File: src/rtl/crc16_frame_sched.sv
// crc16_frame_sched: round-robin frame scheduler sharing one 8-bit-parallel CRC-16 engine.
// Define CRC16_FRAME_SCHED_TIMEOUT_EN to abort stalled frames (res_err_o) after TIMEOUT idle cycles.
module crc16_frame_sched #(
  parameter int NUM_REQ = 4,
  parameter int ENG_LAT = 2,
  parameter int TIMEOUT = 255,
  localparam int IDW = (NUM_REQ > 1) ? $clog2(NUM_REQ) : 1
) (
  input  logic                 clk,
  input  logic                 rst,
  input  logic [NUM_REQ-1:0]   req_valid_i,
  input  logic [8*NUM_REQ-1:0] req_data_i,
  input  logic [NUM_REQ-1:0]   req_last_i,
  output logic [NUM_REQ-1:0]   req_ready_o,
  output logic                 eng_init_o,
  output logic [7:0]           eng_data_o,
  output logic                 eng_valid_o,
  input  logic [15:0]          eng_crc_i,
  output logic                 res_valid_o,
  output logic [15:0]          res_crc_o,
  output logic [IDW-1:0]       res_id_o,
  input  logic                 res_ready_i,
`ifdef CRC16_FRAME_SCHED_TIMEOUT_EN
  output logic                 res_err_o,
`endif
  output logic                 busy_o
);
  if (NUM_REQ < 2 || NUM_REQ > 8 || ENG_LAT < 1 || ENG_LAT > 15 || TIMEOUT < 1 || TIMEOUT > 255) begin : g_bad_param
    $error("crc16_frame_sched: parameter out of range");
  end
  typedef enum logic [2:0] {IDLE, INIT, STREAM, WAIT, DONE} state_t;
  state_t         state_q, state_d;
  logic [IDW-1:0] gnt_q, gnt_d, rr_q, rr_d, pick, id_q, id_d;
  logic [IDW:0]   sum;
  logic [3:0]     wait_q, wait_d;
  logic           res_valid_q, res_valid_d;
  logic [15:0]    crc_q, crc_d;
  logic           gv, gl;
  logic [7:0]     gd;
`ifdef CRC16_FRAME_SCHED_TIMEOUT_EN
  logic [7:0]     stall_q, stall_d;
  logic           err_q, err_d;
  assign res_err_o = err_q;
`endif
  assign gv          = req_valid_i[gnt_q];
  assign gl          = req_last_i[gnt_q];
  assign gd          = req_data_i[8*gnt_q +: 8];
  assign req_ready_o = (state_q == STREAM) ? NUM_REQ'(1) << gnt_q : '0;
  assign eng_valid_o = (state_q == STREAM) && gv;
  assign eng_data_o  = (state_q == STREAM) ? gd : 8'h00;
  assign eng_init_o  = (state_q == INIT);
  assign busy_o      = (state_q != IDLE);
  assign res_valid_o = res_valid_q;
  assign res_crc_o   = crc_q;
  assign res_id_o    = id_q;
  // descending scan so the entry closest to rr_q wins
  always_comb begin
    pick = '0;
    sum  = '0;
    for (int k = NUM_REQ - 1; k >= 0; k--) begin
      sum = {1'b0, rr_q} + (IDW+1)'(k);
      sum = (sum >= (IDW+1)'(NUM_REQ)) ? sum - (IDW+1)'(NUM_REQ) : sum;
      if (req_valid_i[sum[IDW-1:0]]) pick = sum[IDW-1:0];
    end
  end
  always_comb begin
    state_d     = state_q;
    gnt_d       = gnt_q;
    rr_d        = rr_q;
    wait_d      = wait_q;
    res_valid_d = res_valid_q;
    crc_d       = crc_q;
    id_d        = id_q;
`ifdef CRC16_FRAME_SCHED_TIMEOUT_EN
    stall_d     = stall_q;
    err_d       = err_q;
`endif
    case (state_q)
      IDLE: if (|req_valid_i) begin
        gnt_d   = pick;
        state_d = INIT;
      end
      INIT: begin
        state_d = STREAM;
`ifdef CRC16_FRAME_SCHED_TIMEOUT_EN
        stall_d = '0;
`endif
      end
      STREAM: begin
`ifdef CRC16_FRAME_SCHED_TIMEOUT_EN
        stall_d = gv ? 8'd0 : stall_q + 8'd1;
        if (!gv && stall_q == 8'(TIMEOUT - 1)) begin
          crc_d       = '0;
          id_d        = gnt_q;
          res_valid_d = 1'b1;
          err_d       = 1'b1;
          state_d     = DONE;
        end
`endif
        if (gv && gl) begin
          wait_d  = 4'(ENG_LAT);
          state_d = WAIT;
        end
      end
      WAIT: begin
        wait_d = wait_q - 4'd1;
        if (wait_q == 4'd1) begin
          crc_d       = eng_crc_i;
          id_d        = gnt_q;
          res_valid_d = 1'b1;
          state_d     = DONE;
`ifdef CRC16_FRAME_SCHED_TIMEOUT_EN
          err_d       = 1'b0;
`endif
        end
      end
      DONE: if (res_ready_i) begin
        res_valid_d = 1'b0;
        rr_d        = (gnt_q == IDW'(NUM_REQ - 1)) ? '0 : gnt_q + 1'b1;
        state_d     = IDLE;
      end
      default: state_d = IDLE;
    endcase
  end
  always_ff @(posedge clk) begin
    if (rst) begin
      state_q     <= IDLE;
      gnt_q       <= '0;
      rr_q        <= '0;
      wait_q      <= '0;
      res_valid_q <= 1'b0;
      crc_q       <= '0;
      id_q        <= '0;
`ifdef CRC16_FRAME_SCHED_TIMEOUT_EN
      stall_q     <= '0;
      err_q       <= 1'b0;
`endif
    end else begin
      state_q     <= state_d;
      gnt_q       <= gnt_d;
      rr_q        <= rr_d;
      wait_q      <= wait_d;
      res_valid_q <= res_valid_d;
      crc_q       <= crc_d;
      id_q        <= id_d;
`ifdef CRC16_FRAME_SCHED_TIMEOUT_EN
      stall_q     <= stall_d;
      err_q       <= err_d;
`endif
    end
  end
endmodule

File: config.mk
export PLATFORM = sky130hd
export DESIGN_NAME = crc16_frame_sched
export DESIGN_NICKNAME = d
export VERILOG_FILES = /design/src/rtl/crc16_frame_sched.sv
export SDC_FILE = /design/constraint.sdc
export NUM_CORES = 1
export LEC_CHECK = 0
export CAP_MARGIN = 20
export CORE_ASPECT_RATIO = 0.5
export CORE_MARGIN = 1.5
export CORE_UTILIZATION = 41
export CTS_CLUSTER_SIZE = 12
export DETAILED_ROUTE_END_ITERATION = 10
export GPL_ROUTABILITY_DRIVEN = 0
export PLACE_DENSITY = 0.83
export SYNTH_ARGS = -nofsm -noshare
export SYNTH_HDL_FRONTEND = slang
export SYNTH_SLANG_ARGS = --single-unit
export TNS_END_PERCENT = 50
File: constraint.sdc
create_clock -name clk -period 4 [get_ports clk]
set_clock_uncertainty 0.15 [all_clocks]
set_input_delay 0.8 -clock clk [delete_from_list [all_inputs] [get_ports clk]]
set_output_delay 0.8 -clock clk [all_outputs]
set_load 0.05 [all_outputs]
==> out/results.env, run 1 <==
GLOBALROUTEMET3UTIL=0.0587
MAX_FREQ_MHz=276
MOST_FREQUENT_CELLS_IN_THE_LAYOUT='92 x clkdlybuf4s50_1, 43 x nand2_1, 30 x dfxtp_1'
CTS_HOLD_BUFFERS=0
DIE_AREA_MM2=0.00445
SLEW_HEADROOM=0.553
VIAS_PER_CELL=5.06
GLOBALROUTEOVERFLOWTOTAL=0
FP.COREAREA_MM2=0.00388
GRT_FIRST_PASS_WIRELENGTH_UM=6510
DIE_X_UM=92.9
CTS_MAX_LEVEL=2
SW_FRAC_OF_TOTAL=0.287
WORSTSKEWPAIRLATENCY_PS=280
SYNTH_EDF_COUNT=0
CTS_TREE='done'
SYNTHDOMINANTAREACELLTYPE='dfxtp_1'
POWER_SWITCHING_uW=219
GRT_PASS1_VIAS=1461
CTS-ROOT-TO-SINK-BUFFERS=2
SYNTH_NETS=258
SYNTH.YOSYS.WARNINGS=0
WORST-ENDPOINT-ARRIVAL_PS=2680
HOLD_PATH_CLASS='reg2reg'
SYNTH_AREA_LEADERS='dfxtp_1 36%, mux4_2 12%, nand2_1 9.7%'
POSTPLACECELLAREA_MM2=0.00260
CRITICAL_PATH_CELL_LIST='clkdlybuf4s50_1 > mux4_1 > and2_1 > clkdlybuf4s50_1'
FINALCRITICALPERIOD_PS=3630
START_UTIL=0.427
NUMCLOCKSINKS=30
DESIGN.FINAL.NETS=348
DIODES=0
DESIGN.PORTCOUNT=93
COMBINATIONAL_GROUP_SHARE_OF_TOTAL_POWER=0.285
PLACEMENT.IO_BUFFERS=92
AREAGROWTHSYNTHTOFINISH_PCT=63.4
SEQUENTIALPOWERSHARE=0.422
NUMBER_OF_DISTINCT_LIBRARY_CELL_VARIANTS_IN_THE_GATE_LEVEL_NETLIST_AFTER_SYNTHESIS=35
FINAL-SETUP-VIOL-COUNT=0
SLOWEST_STAGE='clkdlybuf4s50_1'
GRT_ANTENNA_BEFORE_REPAIR=0
GLOBAL_ROUTE_MET2_UTILIZATION=0.345
CRIT_PATH_END_KIND='output pin'
CP_SLOWEST_STAGE_DELAY_PS=690
YOSYSSEQAREASHARE=0.363
POST-ROUTE-PERIOD-UTIL=0.907
CLKSLEWWORSTSETUPHOLDPATHS_PS=60
CAP_VIOLATIONS=0
GRT.TOTAL_USAGE=0.192
GRTUSAGEMET1=0.224
DRIVE_GT1_FRAC=0.0777
WIRELENGTH_UM=4370
TIMING.CRITICAL_PATH.BUF_INV=2
CELL_INTERNAL_PWR_uW=544
NETLIST_INSTANCES=193
LAYOUT_COMMONEST_CELL='clkdlybuf4s50_1'
GRT_START_MAX_NET_PINS=31
MOST_USED_ROUTING_LAYER='met2'
WORST_PATH_DOMINANT_CELL_FAMILY='buffers and inverters'
POST-SYNTH-TOP-AREA-FRACTION=0.363
TIMING_WORST_SLEW_PIN_VALUE_PS=671
CRIT_FANOUT=6
POWER.LEAKAGE_uW=0.000958
POST_SYNTH_INSTANCE_AREA_MM2=0.00166
AVGSYNTHCELLAREA_UM2=8.58
HOLD-WORST-SLACK_PS=304
DIE-HEIGHT_UM=47.9
ROUTE.DETAILED.WL_PER_INST_UM=13.0
CLOCK_POWER_SHARE=0.293
CRITICAL-PATH-TOP-CELL-BY-COUNT='clkdlybuf4s50_1'
DRTANTENNAVIOLNETS=0
ROOT_BUFFER='clkbuf_8'
WORSTHOLDSTART='res_crc_o[4]'
ASYNC_RESET_FF_FRAC=0
POST_CTS_SETUP_REPAIR_BUFFER_COUNT=0
DETAIL_ROUTE.ITER0.VIOLATIONS=88
FINALHOLDVIOLATIONS=0
GRT_SETUP_UNREPAIRED='no'
DRTPASS1ITERATIONS=4
SYNTH-SEQ-CELLS=30
CTS_RESIZED=0
WORST_SETUP_PATH_START_KIND='input port'
POWER.IR.VDD_WORST_uV=212
CP_STARTPOINT='req_valid_i[1]'
SETUP_TOTAL_NEGATIVE_SLACK_PS=0
TOP_FF_CELL_SYNTH='dfxtp_1'
POWER-PER-CELL-AREA_mW_PER_MM2=282
REG2REG_FROM='gnt_q[0]'
CRITPATHKIND='in2out'
HPWL_UM=3240
STDCELL_AREA_MM2=0.00271
RUN_STATUS='completed'
NUMCTSBUFFERS=5
FINAL_SLEW_VIOLATIONS=0
DR_TOTAL_VIAS=1706
STD_CELL_ROWS=16
DRC_VIOLATIONS=0
TIMING.CRITICAL_PATH.REQUIRED_PS=3050
## per-layer routing
metal / wire (µm) / up-vias
met5: 0 / -
met4: 71 / 0
met3: 333 / 7
met2: 2130 / 73
met1: 1840 / 784
li1: - / 842
## cells in the mapped netlist (3+ instances only)
master / n
and2_1: 14
buf_2: 6
dfxtp_1: 30
inv_1: 7
mux4_2: 9
nor2_1: 8
nand2_1: 43
nor3b_1: 3
clkbuf_1: 5
ha_1: 6
a21oi_1: 28
## final cells by class
type | count | area, µm²
Fill cell | 297 | 1180
Timing Repair Buffer | 96 | 971
Multi-Input combinational cell | 142 | 962
Sequential cell | 30 | 601
Clock buffer | 7 | 76.3
Tap cell | 54 | 67.6
Inverter | 8 | 30.0
## tightest hold or removal path, delay by kind of cell (launching register included)
family | cells | cell delay (ps)
AO/OA/AOI/OAI | 1 | 50
flip-flops | 1 | 310
AND/OR/NAND/NOR | 1 | 50
## cells by family after synthesis
group                      after synthesis  synth area share
buffers and inverters                   21            0.0566
adders and majority gates                6            0.0453
AOI/OAI and AO/OA                       39             0.135
muxes                                   12             0.150
and+or+nand+nor                         84             0.245
DFF                                     30             0.363
xor gates and xnor gates                 1           0.00529
## registers in the layout (all words and copies together) (netlist names)
name	flops
res_id_o	2
res_crc_o	16
state_q	3
rr_q	2
wait_q	4
res_valid_o	1
gnt_q	2
## power groups by stage
| stage | combinational [µW] | clock, µW | sequential (µW) |
|---|---|---|---|
| floorplan | 122 | 0 | 323 |
| global placement | 211 | 0 | 328 |
| detailed placement | 214 | 0 | 328 |
| CTS | 215 | 224 | 322 |
| global route | 234 | 244 | 324 |
| finish | 217 | 224 | 322 |
## per-stage QoR
stage                     cells  setup slack (ps)  total power (µW)  utilization
final                       337               372               763        0.697
after global routing        337               298               802        0.697
after CTS                   336               386               761        0.690
after detailed placement    329               386               543        0.670
after global placement      329               415               539        0.670
after floorplan             193              1450               446            -
## path summary, 6_finish.rpt
kind | slack, ps | cells after the start | endpoint
min | 300 | 2 | res_crc_o[4]
max | 370 | 4 | eng_valid_o
min reg2reg | 300 | 2 | res_crc_o[4]
max reg2reg | 1840 | 5 | state_q[0]
No activity file was read; power rests on OpenSTA's default activity.
==> run 2: changes to the inputs <==
Settings changed: CORE_MARGIN 1.5 to 4.
==> out/results.env, run 2 (same netlist as run 1, synthesis figures left out) <==
SLEW_HEADROOM=0.555  # +0.00263
CTS_HOLD_BUFFERS=0  # unchanged
CTS_TREE='done'
POWER.LEAKAGE_uW=0.000958  # unchanged
DRTANTENNAVIOLNETS=0  # unchanged
SEQUENTIALPOWERSHARE=0.417  # -0.005
POST-ROUTE-WORST-SETUP-SLACK_PS=379  # +6.72 ps
DESIGN.PORTCOUNT=93  # unchanged
REG2REG_FROM='wait_q[1]'
GRTUSAGEMET1=0.203  # -0.0209
FILLER_CELL_COUNT=289  # -2.7%
VIAS_PER_CELL=5.13  # +1.4%
FP.COREAREA_MM2=0.00366  # -5.8%
GRT_ANTENNA_BEFORE_REPAIR=0  # unchanged
FINAL-SETUP-VIOL-COUNT=0  # unchanged
ROOT_BUFFER='clkbuf_8'
DRC_VIOLATIONS=0  # unchanged
WORST_PATH_DOMINANT_CELL_FAMILY='buffers and inverters'
GRT.TOTAL_USAGE=0.190  # -0.00237
LARGEST_REGISTER_FFS=16  # unchanged
LAYOUT_COMMONEST_CELL='clkdlybuf4s50_1'
NUMCLOCKSINKS=30  # unchanged
GRT_PASS1_VIAS=1744  # +19%
COMBINATIONAL_GROUP_SHARE_OF_TOTAL_POWER=0.293  # +0.008
POWER-PER-CELL-AREA_mW_PER_MM2=282  # +0.17%
POWER.TOTAL_uW=763  # about the same
RUN_STATUS='completed'
PLACEMENT.IO_BUFFERS=92  # unchanged
MIN_DELAY_PATH_DEPTH=2  # unchanged
WIRELENGTH_UM=4960  # +13%
GRT_START_MAX_NET_PINS=31  # unchanged
FINALCRITICALPERIOD_PS=3620  # -6.72 ps
WORST-ENDPOINT-ARRIVAL_PS=2670  # about the same
POWER_SWITCHING_uW=219  # about the same
DP_WORST_SETUP_SLACK_PS=383  # -2.70 ps
CLOCK_POWER_SHARE=0.290  # -0.003
MAX_FREQ_MHz=276  # +0.19%
MOST_USED_ROUTING_LAYER='met2'
NON_FILLER_INSTANCE_COUNT_AFTER_LAYOUT=334  # -0.89%
TIMING.CRITICAL_PATH.BUF_INV=2  # unchanged
FINALHOLDVIOLATIONS=0  # unchanged
R2R.WORST_PATH.CELLS=6  # +1
GLOBALROUTEOVERFLOWTOTAL=0  # unchanged
CRIT-REG2REG-CAPTURE='res_crc_o[10]'
CLKSLEWWORSTSETUPHOLDPATHS_PS=60  # about the same
CTS-ROOT-TO-SINK-BUFFERS=2  # unchanged
CRIT_FANOUT=6  # unchanged
DESIGN.FINAL.NETS=348  # unchanged
POST_CTS_SETUP_REPAIR_BUFFER_COUNT=0  # unchanged
DIODES=0  # unchanged
CRITICAL-PATH-TOP-CELL-BY-COUNT='clkdlybuf4s50_1'
MIN_TO='res_crc_o[12]'
SW_FRAC_OF_TOTAL=0.287  # about the same
MOST_FREQUENT_CELLS_IN_THE_LAYOUT='92 x clkdlybuf4s50_1, 43 x nand2_1, 30 x dfxtp_1'
CRITPATHKIND='in2out'
HOLD_PATH_CLASS='reg2reg'
DR_TOTAL_VIAS=1715  # +0.53%
AREAGROWTHSYNTHTOFINISH_PCT=63.2
STD_CELL_ROWS=15  # -1
CTS_MAX_LEVEL=2  # unchanged
NUMCTSBUFFERS=5  # unchanged
GLOBAL_ROUTE_MET2_UTILIZATION=0.368  # +0.0237
CELL_INTERNAL_PWR_uW=544  # about the same
DIE-HEIGHT_UM=52.9  # +10%
SLOWEST_STAGE='clkdlybuf4s50_1'
DRIVE_GT1_FRAC=0.0777  # unchanged
GRT_FIRST_PASS_WIRELENGTH_UM=7820  # +20%
GLOBALROUTEMET3UTIL=0.0553  # -0.00347
FINAL_SLEW_VIOLATIONS=0  # unchanged
CP_SLOWEST_STAGE_DELAY_PS=700  # about the same
SETUP_TOTAL_NEGATIVE_SLACK_PS=0  # unchanged
HPWL_UM=3850  # +19%
GRT_SETUP_UNREPAIRED='no'
REG2REG_SETUP_SLACK_PS=1880  # +40 ps
WORSTSKEWPAIRLATENCY_PS=280  # about the same
POST-ROUTE-PERIOD-UTIL=0.905  # -0.00168
DRTPASS1ITERATIONS=4  # unchanged
NUMBER_OF_CELLS_IN_THE_DESIGN_AFTER_PLACEMENT=326  # -0.91%
POWER.IR.VDD_WORST_uV=294  # +38%
CRIT_PATH_END_KIND='output pin'
TIMING.CRITICAL_PATH.REQUIRED_PS=3050  # about the same
DETAIL_ROUTE.ITER0.VIOLATIONS=68  # -23%
CAP_VIOLATIONS=0  # unchanged
WORSTHOLDSTART='res_crc_o[12]'
CRITICAL_PATH_CELL_LIST='clkdlybuf4s50_1 > mux4_1 > and2_1 > clkdlybuf4s50_1'
DIE_AREA_MM2=0.00518  # +16%
DIE_X_UM=97.9  # +5.4%
CTS_RESIZED=0  # unchanged
ROUTE.DETAILED.WL_PER_INST_UM=14.8  # +14%
WORST_SETUP_PATH_START_KIND='input port'
TIMING_WORST_SLEW_PIN_VALUE_PS=667  # -3.94 ps
START_UTIL=0.453  # +0.0261
[run 2: power groups by stage]
stage          clock, µW  combinational (µW)  sequential [µW]
6_report             221                 223              318
5_1_grt              240                 239              320
4_1_cts              224                 221              318
3_5_place_dp           0                 221              325
3_3_place_gp           0                 216              324
2_1_floorplan          0                 122              323
[run 2: cell type report]
cell class              count  area, µm²  area share
repair buffers             96        971       0.359
multi-input cells         142        962       0.356
flip-flops and latches     30        601       0.222
clock buffers               7       76.3      0.0282
well taps                  51       63.8      0.0236
inverters                   8       30.0      0.0111
[run 2: worst register-to-register path, delay by kind of cell, from the launching register on]
family / cells / cell delay (ps)
adder cells (fa/ha/maj): 1 / 140
buffers and inverters: 1 / 80
AO/OA/AOI/OAI: 1 / 170
flip-flops: 1 / 320
AND/OR/NAND/NOR: 3 / 1180
[run 2: how the worst max path moves through the flow]
stage / start / endpoint / slack [ps] / depth (start not counted)
after floorplan: state_q[2] / eng_init_o / 1450 / 2
after global placement: req_valid_i[1] / eng_valid_o / 410 / 4
after detailed placement: req_valid_i[0] / eng_valid_o / 380 / 4
after CTS: req_valid_i[3] / eng_valid_o / 380 / 4
after global routing: req_valid_i[3] / eng_valid_o / 350 / 4
final: req_valid_i[1] / eng_valid_o / 380 / 4
[run 2: metal layers]
| metal | routed length (µm) | part of all wire |
|---|---|---|
| met4 | 83 | 0.017 |
| met3 | 391 | 0.079 |
| met2 | 2470 | 0.50 |
| met5 | 0 | 0 |
| met1 | 2020 | 0.41 |
[run 2: stage by stage]
step	util	hold slack (ps)	area, µm²
after floorplan	-	323	1660
after detailed placement	0.710	299	2600
after global routing	0.739	320	2700
final	0.739	304	2700
after CTS	0.731	304	2680
after global placement	0.710	291	2600
